===== src/rtl/counting_seq_if.sv =====
// Symbol-generator bus: start/ones/abort request side, num/busy/done/seen result side.
// master drives requests; slave (the generator) drives the registered symbol stream.
interface counting_seq_if #(parameter int CNT_W = 4);
   logic             start;
   logic [CNT_W-1:0] ones;
   logic             abort;
   logic [1:0]       num;
   logic             busy;
   logic             done;
   logic             seen;

   modport master (output start, ones, abort, input num, busy, done, seen);
   modport slave  (input start, ones, abort, output num, busy, done, seen);
endinterface


===== src/rtl/counting_seq_gen.sv =====
// Emits N x 01, then 10, 11 on start; first symbol one cycle after start, no queueing, abort drops to 00.
// COUNTING_GEN_SELFCHECK_EN adds a sticky monitor on num driving seen; otherwise seen is 0.
module counting_seq_gen #(
   parameter int CNT_W = 4
) (
   input  logic           clk,
   input  logic           reset,
   counting_seq_if.slave  bus
);

   typedef enum logic [1:0] {IDLE, ONES, TWO, THREE} state_t;

   state_t           state, state_nxt;
   logic [CNT_W-1:0] cnt, cnt_nxt;
   logic             done_q, done_nxt;

   always_ff @(posedge clk) begin
      if (reset) begin
         state  <= IDLE;
         cnt    <= '0;
         done_q <= 1'b0;
      end else begin
         state  <= state_nxt;
         cnt    <= cnt_nxt;
         done_q <= done_nxt;
      end
   end

   always_comb begin
      state_nxt = state;
      cnt_nxt   = cnt;
      done_nxt  = 1'b0;
      if (bus.abort && state != IDLE) begin
         state_nxt = IDLE;
      end else begin
         case (state)
            IDLE: begin
               // abort alongside start in IDLE drops the request
               if (bus.start && !bus.abort) begin
                  state_nxt = ONES;
                  cnt_nxt   = (bus.ones == '0) ? CNT_W'(1) : bus.ones;
               end
            end
            ONES: begin
               if (cnt > CNT_W'(1)) cnt_nxt = cnt - CNT_W'(1);
               else                 state_nxt = TWO;
            end
            TWO: state_nxt = THREE;
            THREE: begin
               state_nxt = IDLE;
               done_nxt  = 1'b1;
            end
            default: state_nxt = IDLE;
         endcase
      end
   end

   always_comb begin
      bus.num  = 2'b00;
      bus.busy = 1'b0;
      case (state)
         ONES:  begin bus.num = 2'b01; bus.busy = 1'b1; end
         TWO:   begin bus.num = 2'b10; bus.busy = 1'b1; end
         THREE: begin bus.num = 2'b11; bus.busy = 1'b1; end
         default: begin bus.num = 2'b00; bus.busy = 1'b0; end
      endcase
   end

   assign bus.done = done_q;

`ifdef COUNTING_GEN_SELFCHECK_EN
   typedef enum logic [1:0] {M0, M1, M2, M3} mon_t;

   mon_t mon, mon_nxt;
   logic accept;

   assign accept = (state == IDLE) && bus.start && !bus.abort;

   always_comb begin
      mon_nxt = M0;
      if (mon == M3) begin
         mon_nxt = M3;
      end else begin
         case (bus.num)
            2'b01:   mon_nxt = M1;
            2'b10:   mon_nxt = (mon == M1) ? M2 : M0;
            2'b11:   mon_nxt = (mon == M2) ? M3 : M0;
            default: mon_nxt = M0;
         endcase
      end
   end

   always_ff @(posedge clk) begin
      if (reset || accept) mon <= M0;
      else                 mon <= mon_nxt;
   end

   assign bus.seen = (mon == M3);
`else
   assign bus.seen = 1'b0;
`endif

endmodule


===== src/flat_wrapper.sv =====
// flat-port wrapper written by rule: the top's interface ports become plain ports
module counting_seq_gen_flat 
#(
   parameter int CNT_W = 4
)
  (clk, reset, bus_start, bus_ones, bus_abort, bus_num, bus_busy, bus_done, bus_seen);
  counting_seq_if #(.CNT_W(CNT_W)) bus_i ();
  input  logic clk;
  input  logic reset;
  input wire logic [$bits(bus_i.start)-1:0] bus_start;
  input wire logic [$bits(bus_i.ones)-1:0] bus_ones;
  input wire logic [$bits(bus_i.abort)-1:0] bus_abort;
  output wire logic [$bits(bus_i.num)-1:0] bus_num;
  output wire logic [$bits(bus_i.busy)-1:0] bus_busy;
  output wire logic [$bits(bus_i.done)-1:0] bus_done;
  output wire logic [$bits(bus_i.seen)-1:0] bus_seen;
  assign bus_i.start = bus_start;
  assign bus_i.ones = bus_ones;
  assign bus_i.abort = bus_abort;
  assign bus_num = bus_i.num;
  assign bus_busy = bus_i.busy;
  assign bus_done = bus_i.done;
  assign bus_seen = bus_i.seen;
  counting_seq_gen #(.CNT_W(CNT_W)) u_core (.clk(clk), .reset(reset), .bus(bus_i));
endmodule

===== config.mk =====
export PLATFORM = sky130hd
export DESIGN_NAME = counting_seq_gen_flat
export DESIGN_NICKNAME = d
export VERILOG_FILES = /design/src/rtl/counting_seq_if.sv /design/src/rtl/counting_seq_gen.sv /design/src/flat_wrapper.sv
export SDC_FILE = /design/constraint.sdc
export NUM_CORES = 1
export LEC_CHECK = 0
export CORE_AREA = 2 2 39 41
export DETAILED_ROUTE_END_ITERATION = 10
export DIE_AREA = 0 0 41 43
export PLACE_DENSITY = 0.74
export RECOVER_POWER = 25
export SYNTH_ARGS = -nofsm -noshare
export SYNTH_HDL_FRONTEND = slang
export SYNTH_SLANG_ARGS = --single-unit

===== constraint.sdc =====
create_clock -name clk -period 1.4 [get_ports clk]
set_input_delay 0.28 -clock clk [delete_from_list [all_inputs] [get_ports clk]]
set_output_delay 0.28 -clock clk [all_outputs]
set_load 0.05 [all_outputs]

==> metrics.csv, run 1 <==
stage,metric,value,unit
outcome,outcome,"complete, but fails checks",
outcome,violations,negative setup slack,
sta,drv_slew,0,
place,io_buffers,11,
route,drtIter0Drc,7,
synth,muxShareOfSynthArea,3.98,%
place,globalplace.congestion,0.751,
power,p_total,0.00193,W
floorplanning,num_io_pins,13,
synth,seq_area_frac_synth,26.2,%
synth,syn-num-nets,79,
floorplanning,initial_core_util,38.6,%
layout,final_area,1010,µm²
grt,antenna_found_initial,0,
clock_tree,cts_tree,yes,
synth,synth-compound-area-share,26.0,%
sta,setup_violations,9,
clock_tree,cts_buffer_depth,2,
power,max-vdd-ir-drop,1520,µV
synth,syn_avg_cell_area,8.35,µm²
layout,antenna_cells,0,
route,viasPerCell,5.24,
synth,synthXorXnorAreaFrac,0,%
clock_tree,clk_pin_slew,60,ps
route,routed_wl,1690,µm
sta,skew,10.3,ps
clock_tree,cts_sinks,7,
floorplanning,die_h,43,µm
synth,synth_top_family_by_area,compound AO/OA/AOI/OAI gates,
power,power.density,1900,nW/µm²
setup_path,r2r_cells,7,
setup_path,rr_endpoint,u_core.state[0],
floorplanning,core_area,1380,µm²
setup_path,slowest_stage,dfxtp_4,
floorplanning,die_x,41,µm
synth,yosys.area_share.simple,17.3,%
sta,period_share,112,%
floorplanning,placementRows,14,
route,wl_per_cell,14.8,µm
setup_path,crit_chain,"buf_6, ha_4, or2_4, buf_8",
layout,nets,114,
setup_path,worst_setup_path_end_kind,primary output,
clock_tree,cts_max_level,1,
synth,ys_ff_latch,7,
clock_tree,clk-insertion-delay-late,260,ps
sta,rsz0062_at_grt,true,
synth,syn_inst,64,
sta,fin_crit,1570,ps
route,drc_errors,0,
setup_path,slowest_delay,370,ps
grt,track_usage,20.9,%
sta,setup_ws,-168,ps
power,p_leak,0.422,nW
clock_tree,holdBufCountCts,0,
synth,synthesis.area,534,µm²
place,dp.final_hpwl,1120,µm
setup_path,cp_max_fo,3,
setup_path,cp.arrival,1290,ps
grt,grt_max_degree,10,
synth,synthAdderAreaFrac,16.4,%
setup_path,startpoint_type,register,
synth,synth_edf_count,0,
clock_tree,clockRootBuffer,clkbuf_4,
setup_path,crit_type,reg -> out,
route,first_pass_iters,4,
layout,drive_gt1_share,58.2,%
synth,synth_cell_types,29,
setup_path,crit_end,bus_num[1],
worst_hold_path,min_from,u_core.cnt[2],
setup_path,crit_start,u_core.state[0],
setup_path,rrSetupSlack,-160,ps
setup_path,critPathRequiredTime,1120,ps
grt,grt_first_pass_wirelength,2400,µm
sta,max_freq,0.638,GHz
sta,hold_viol,0,
synth,synthArstFlopShare,0,%
place,placed_area,820,µm²
clock_tree,cts-buffers-inserted,3,
synth,yosysWarnings,0,
route,ant_nets,0,
job,maxCapViolations,0,
grt,grt_pass1_vias,589,
synth,synthFlopType,dfxtp_1,
route,vias,597,
grt,grt-ovfl-total,0,
layout,syn2layout_area_growth,89.7,%
floorplanning,die_area,1760,µm²
worst_hold_path,hold_class,reg -> reg,
setup_path,reg2reg_from,u_core.cnt[1],
-- logic make-up (layout without fill, tap and decap cells) --
kind of cell / after synthesis / after routing
compound gates: 18 / 18
simple gates: 17 / 17
buf+inv: 12 / 46
fa+ha+maj: 7 / 7
flops: 7 / 7
mux: 2 / 2
other cells: 1 / 1
-- report_power, final --
part	total, W	internal [W]	switching (W)
combinational	0.00140	0.000729	0.000672
clock	0.000191	0.000109	0.0000817
sequential	0.000336	0.000261	0.0000751
-- worst min path at each step --
stage	slack [ps]	endpoint	cells after the start
floorplan	400	u_core.cnt[2]	1
global placement	520	u_core.cnt[2]	2
finish	550	u_core.cnt[2]	2
CTS	520	u_core.cnt[2]	2
global route	590	u_core.cnt[2]	2
detailed placement	510	u_core.cnt[2]	2
-- stage by stage --
step,hold WS (ps),util (%),setup slack [ps],setup TNS (ps),instances
after floorplan,398,-,-96.5,-192,64
after global placement,515,59.2,-89.8,-320,107
after detailed placement,513,59.2,-115,-419,107
after CTS,521,67.5,-149,-748,112
after global routing,593,73.2,-188,-1300,114
final,555,73.2,-168,-798,114
-- worst max-delay path, delay by kind of cell, from the launching register on --
kind          cells  cell delay [ps]
buf+inv           2              270
flops             1              370
fa+ha+maj         1              150
simple gates      1              230
-- sequential cells by signal (all words and copies together), names as in the netlist --
register         count
u_core.state         2
u_core.cnt           4
u_core.bus.done      1
-- per-layer routing --
metal	wire, µm	GRT usage [%]	vias up
met5	0	0	-
met1	621	23.1	283
met3	62	3.14	6
li1	-	-	289
met2	950	35.9	19
met4	54	10.0	0
-- layout make-up --
class | instances | area [µm²]
Sequential cell | 7 | 150
Fill cell | 110 | 370
Multi-Input combinational cell | 45 | 470
Inverter | 10 | 47.5
Tap cell | 16 | 20.0
Timing Repair Buffer | 32 | 299
Clock buffer | 4 | 26.3
-- cells in the mapped netlist, types with 2 or more instances --
cell	count	share of area (%)
ha_1	7	16
dfxtp_1	7	26
inv_1	10	7.0
nor3_1	2	1.9
nand2_1	6	4.2
a21oi_1	6	5.6
o32ai_1	2	3.3
nor2_1	3	2.1
-- timing repair --
action / 4_1_cts / 5_1_grt
setup buffers: 1 / 3
gates resized for setup: 21 / 20
pin swaps: 1 / 9
setup endpoints to repair: 8 / 9
-- layout by cell type (no fill, tap or decap), drive strengths merged, types with 2 or more instances in the layout --
cell type and instances:
buf 24, nor3 2, clkdlybuf4s50 7, nor4 2, nand2 7, clkbuf 5, ha 7, o32ai 3
a21oi 6, dfxtp 7, nor2 3, inv 10
Power figures use the tool's default switching activity.
==> run 2: changes to the inputs <==
- CTS_BUF_LIST: unset -> sky130_fd_sc_hd__clkbuf_4
==> metrics.csv, run 2 (synthesized netlist as in run 1, its figures left out) <==
stage,metric,value,unit
sta,period_share,112,%
route,drc_errors,0,
worst_hold_path,hold_class,reg -> reg,
grt,grt_max_degree,10,
floorplanning,die_area,1760,µm²
grt,track_usage,20.9,%
route,top_layer,met4,
setup_path,cp.arrival,1290,ps
setup_path,crit_type,reg -> out,
setup_path,critPathRequiredTime,1120,ps
layout,final_area,1020,µm²
outcome,outcome,"complete, but fails checks",
layout,antenna_cells,0,
floorplanning,initial_core_util,38.6,%
power,power.density,1930,nW/µm²
sta,skew,9.33,ps
power,switching_power,0.000838,W
clock_tree,clk-insertion-delay-late,260,ps
sta,max_freq,0.637,GHz
route,met2WireLength,983,µm
layout,layout_commonest_cell,buf_4,
layout,multi_input_area,470,µm²
grt,grt_first_pass_wirelength,2400,µm
layout,layout_common_cells,"buf_4 (18), ha_4 (7), clkdlybuf4s50_1 (7), nand2_1 (6), a21oi_1 (6)",
floorplanning,core_area,1380,µm²
power,p_seq_share,17.2,%
route,wl_met3,65,µm
clock_tree,cts_buffer_depth,2,
layout,regMostFlops,u_core.cnt,
layout,final_core_util,73.5,%
floorplanning,num_io_pins,13,
clock_tree,clockRootBuffer,clkbuf_4,
power,p_total,0.00196,W
route,wl_met1,629,µm
clock_tree,clk_pin_slew,60,ps
sta,hold_viol,0,
route,first_pass_iters,4,
layout,seq_area,150,µm²
setup_path,crit_start,u_core.state[0],
place,placed_area,820,µm²
layout,nets,114,
setup_path,startpoint_type,register,
route,drtIter0Drc,9,
power,switching_share,42.8,%
clock_tree,cts-buffers-inserted,3,
setup_path,reg2reg_from,u_core.cnt[1],
sta,drv_slew,0,
floorplanning,die_x,41,µm
worst_hold_path,min_from,u_core.cnt[2],
layout,drive_gt1_share,59.2,%
sta,hold_ws,554,ps
sta,fin_crit,1570,ps
route,viasPerCell,5.39,
grt,antenna_found_initial,0,
place,dp.final_hpwl,1120,µm
setup_path,worst_setup_path_end_kind,primary output,
floorplanning,placementRows,14,
clock_tree,cts_tree,yes,
power,p_leak,0.425,nW
route,ant_nets,0,
job,maxCapViolations,0,
layout,syn2layout_area_growth,90.4,%
route,vias,615,
grt,grt_pass1_vias,589,
power,internal_power,0.00112,W
power,p_clk_share,10.6,%
route,routed_wl,1730,µm
sta,rsz0062_at_grt,true,
place,io_buffers,11,
place,globalplace.congestion,0.751,
route,wl_per_cell,15.2,µm
clock_tree,cts_sinks,7,
layout,num-fill-cells,108,
power,power_frac_comb,72.2,%
power,max-vdd-ir-drop,1600,µV
sta,setup_ws,-169,ps
clock_tree,holdBufCountCts,0,
grt,grt-ovfl-total,0,
outcome,violations,negative setup slack,
clock_tree,cts_max_level,1,
setup_path,cp_max_fo,3,
floorplanning,die_h,43,µm
sta,setup_violations,9,
layout,largest_reg_flops,4,
-- run 2: layout make-up --
class	count	area share (%)
inverter	10	4.67
tap	16	1.97
multi-input combinational	45	46.2
timing repair buffer	32	29.4
clock buffer	4	2.95
sequential	7	14.8
-- run 2: per-stage QoR --
| stage | instances | setup TNS, ps | setup WS (ps) |
|---|---|---|---|
| detailed placement | 107 | -419 | -115 |
| CTS | 112 | -746 | -149 |
| finish | 114 | -828 | -169 |
| floorplan | 64 | -192 | -96.5 |
| global placement | 107 | -320 | -89.8 |
| global route | 114 | -1330 | -201 |
-- run 2: power groups by stage --
| stage | Clock [W] | Combinational [W] | Sequential [W] |
|---|---|---|---|
| 2_1_floorplan | 0 | 0.000583 | 0.000288 |
| 3_3_place_gp | 0 | 0.00105 | 0.000287 |
| 3_5_place_dp | 0 | 0.00107 | 0.000290 |
| 4_1_cts | 0.000218 | 0.00123 | 0.000303 |
| 5_1_grt | 0.000225 | 0.00151 | 0.000343 |
| 6_report | 0.000209 | 0.00141 | 0.000337 |
-- run 2: critical path, cell delays in order (launching register included) --
cell,delay [ps]
dfxtp_4,370
buf_6,120
ha_4,150
or2_4,230
buf_8,150
-- run 2: path summary, 6_finish.rpt --
path	slack [ps]	cells after the start	endpoint
max	-170	4	bus_num[1]
max reg2reg	-160	7	u_core.state[0]
min	550	2	u_core.cnt[2]
min reg2reg	550	2	u_core.cnt[2]
-- run 2: what timing repair did --
| item | 4_1_cts | 5_1_grt |
|---|---|---|
| resized for setup | 21 | 20 |
| pin swaps | 1 | 9 |
| buffers inserted | 1 | 3 |
| endpoints found under the setup margin | 8 | 9 |
-- run 2: metal layers --
| metal | global-route usage, % | up-vias |
|---|---|---|
| li1 | - | 290 |
| met1 | 23.1 | 298 |
| met2 | 35.9 | 21 |
| met3 | 3.14 | 6 |
| met4 | 10.0 | 0 |
| met5 | 0 | - |
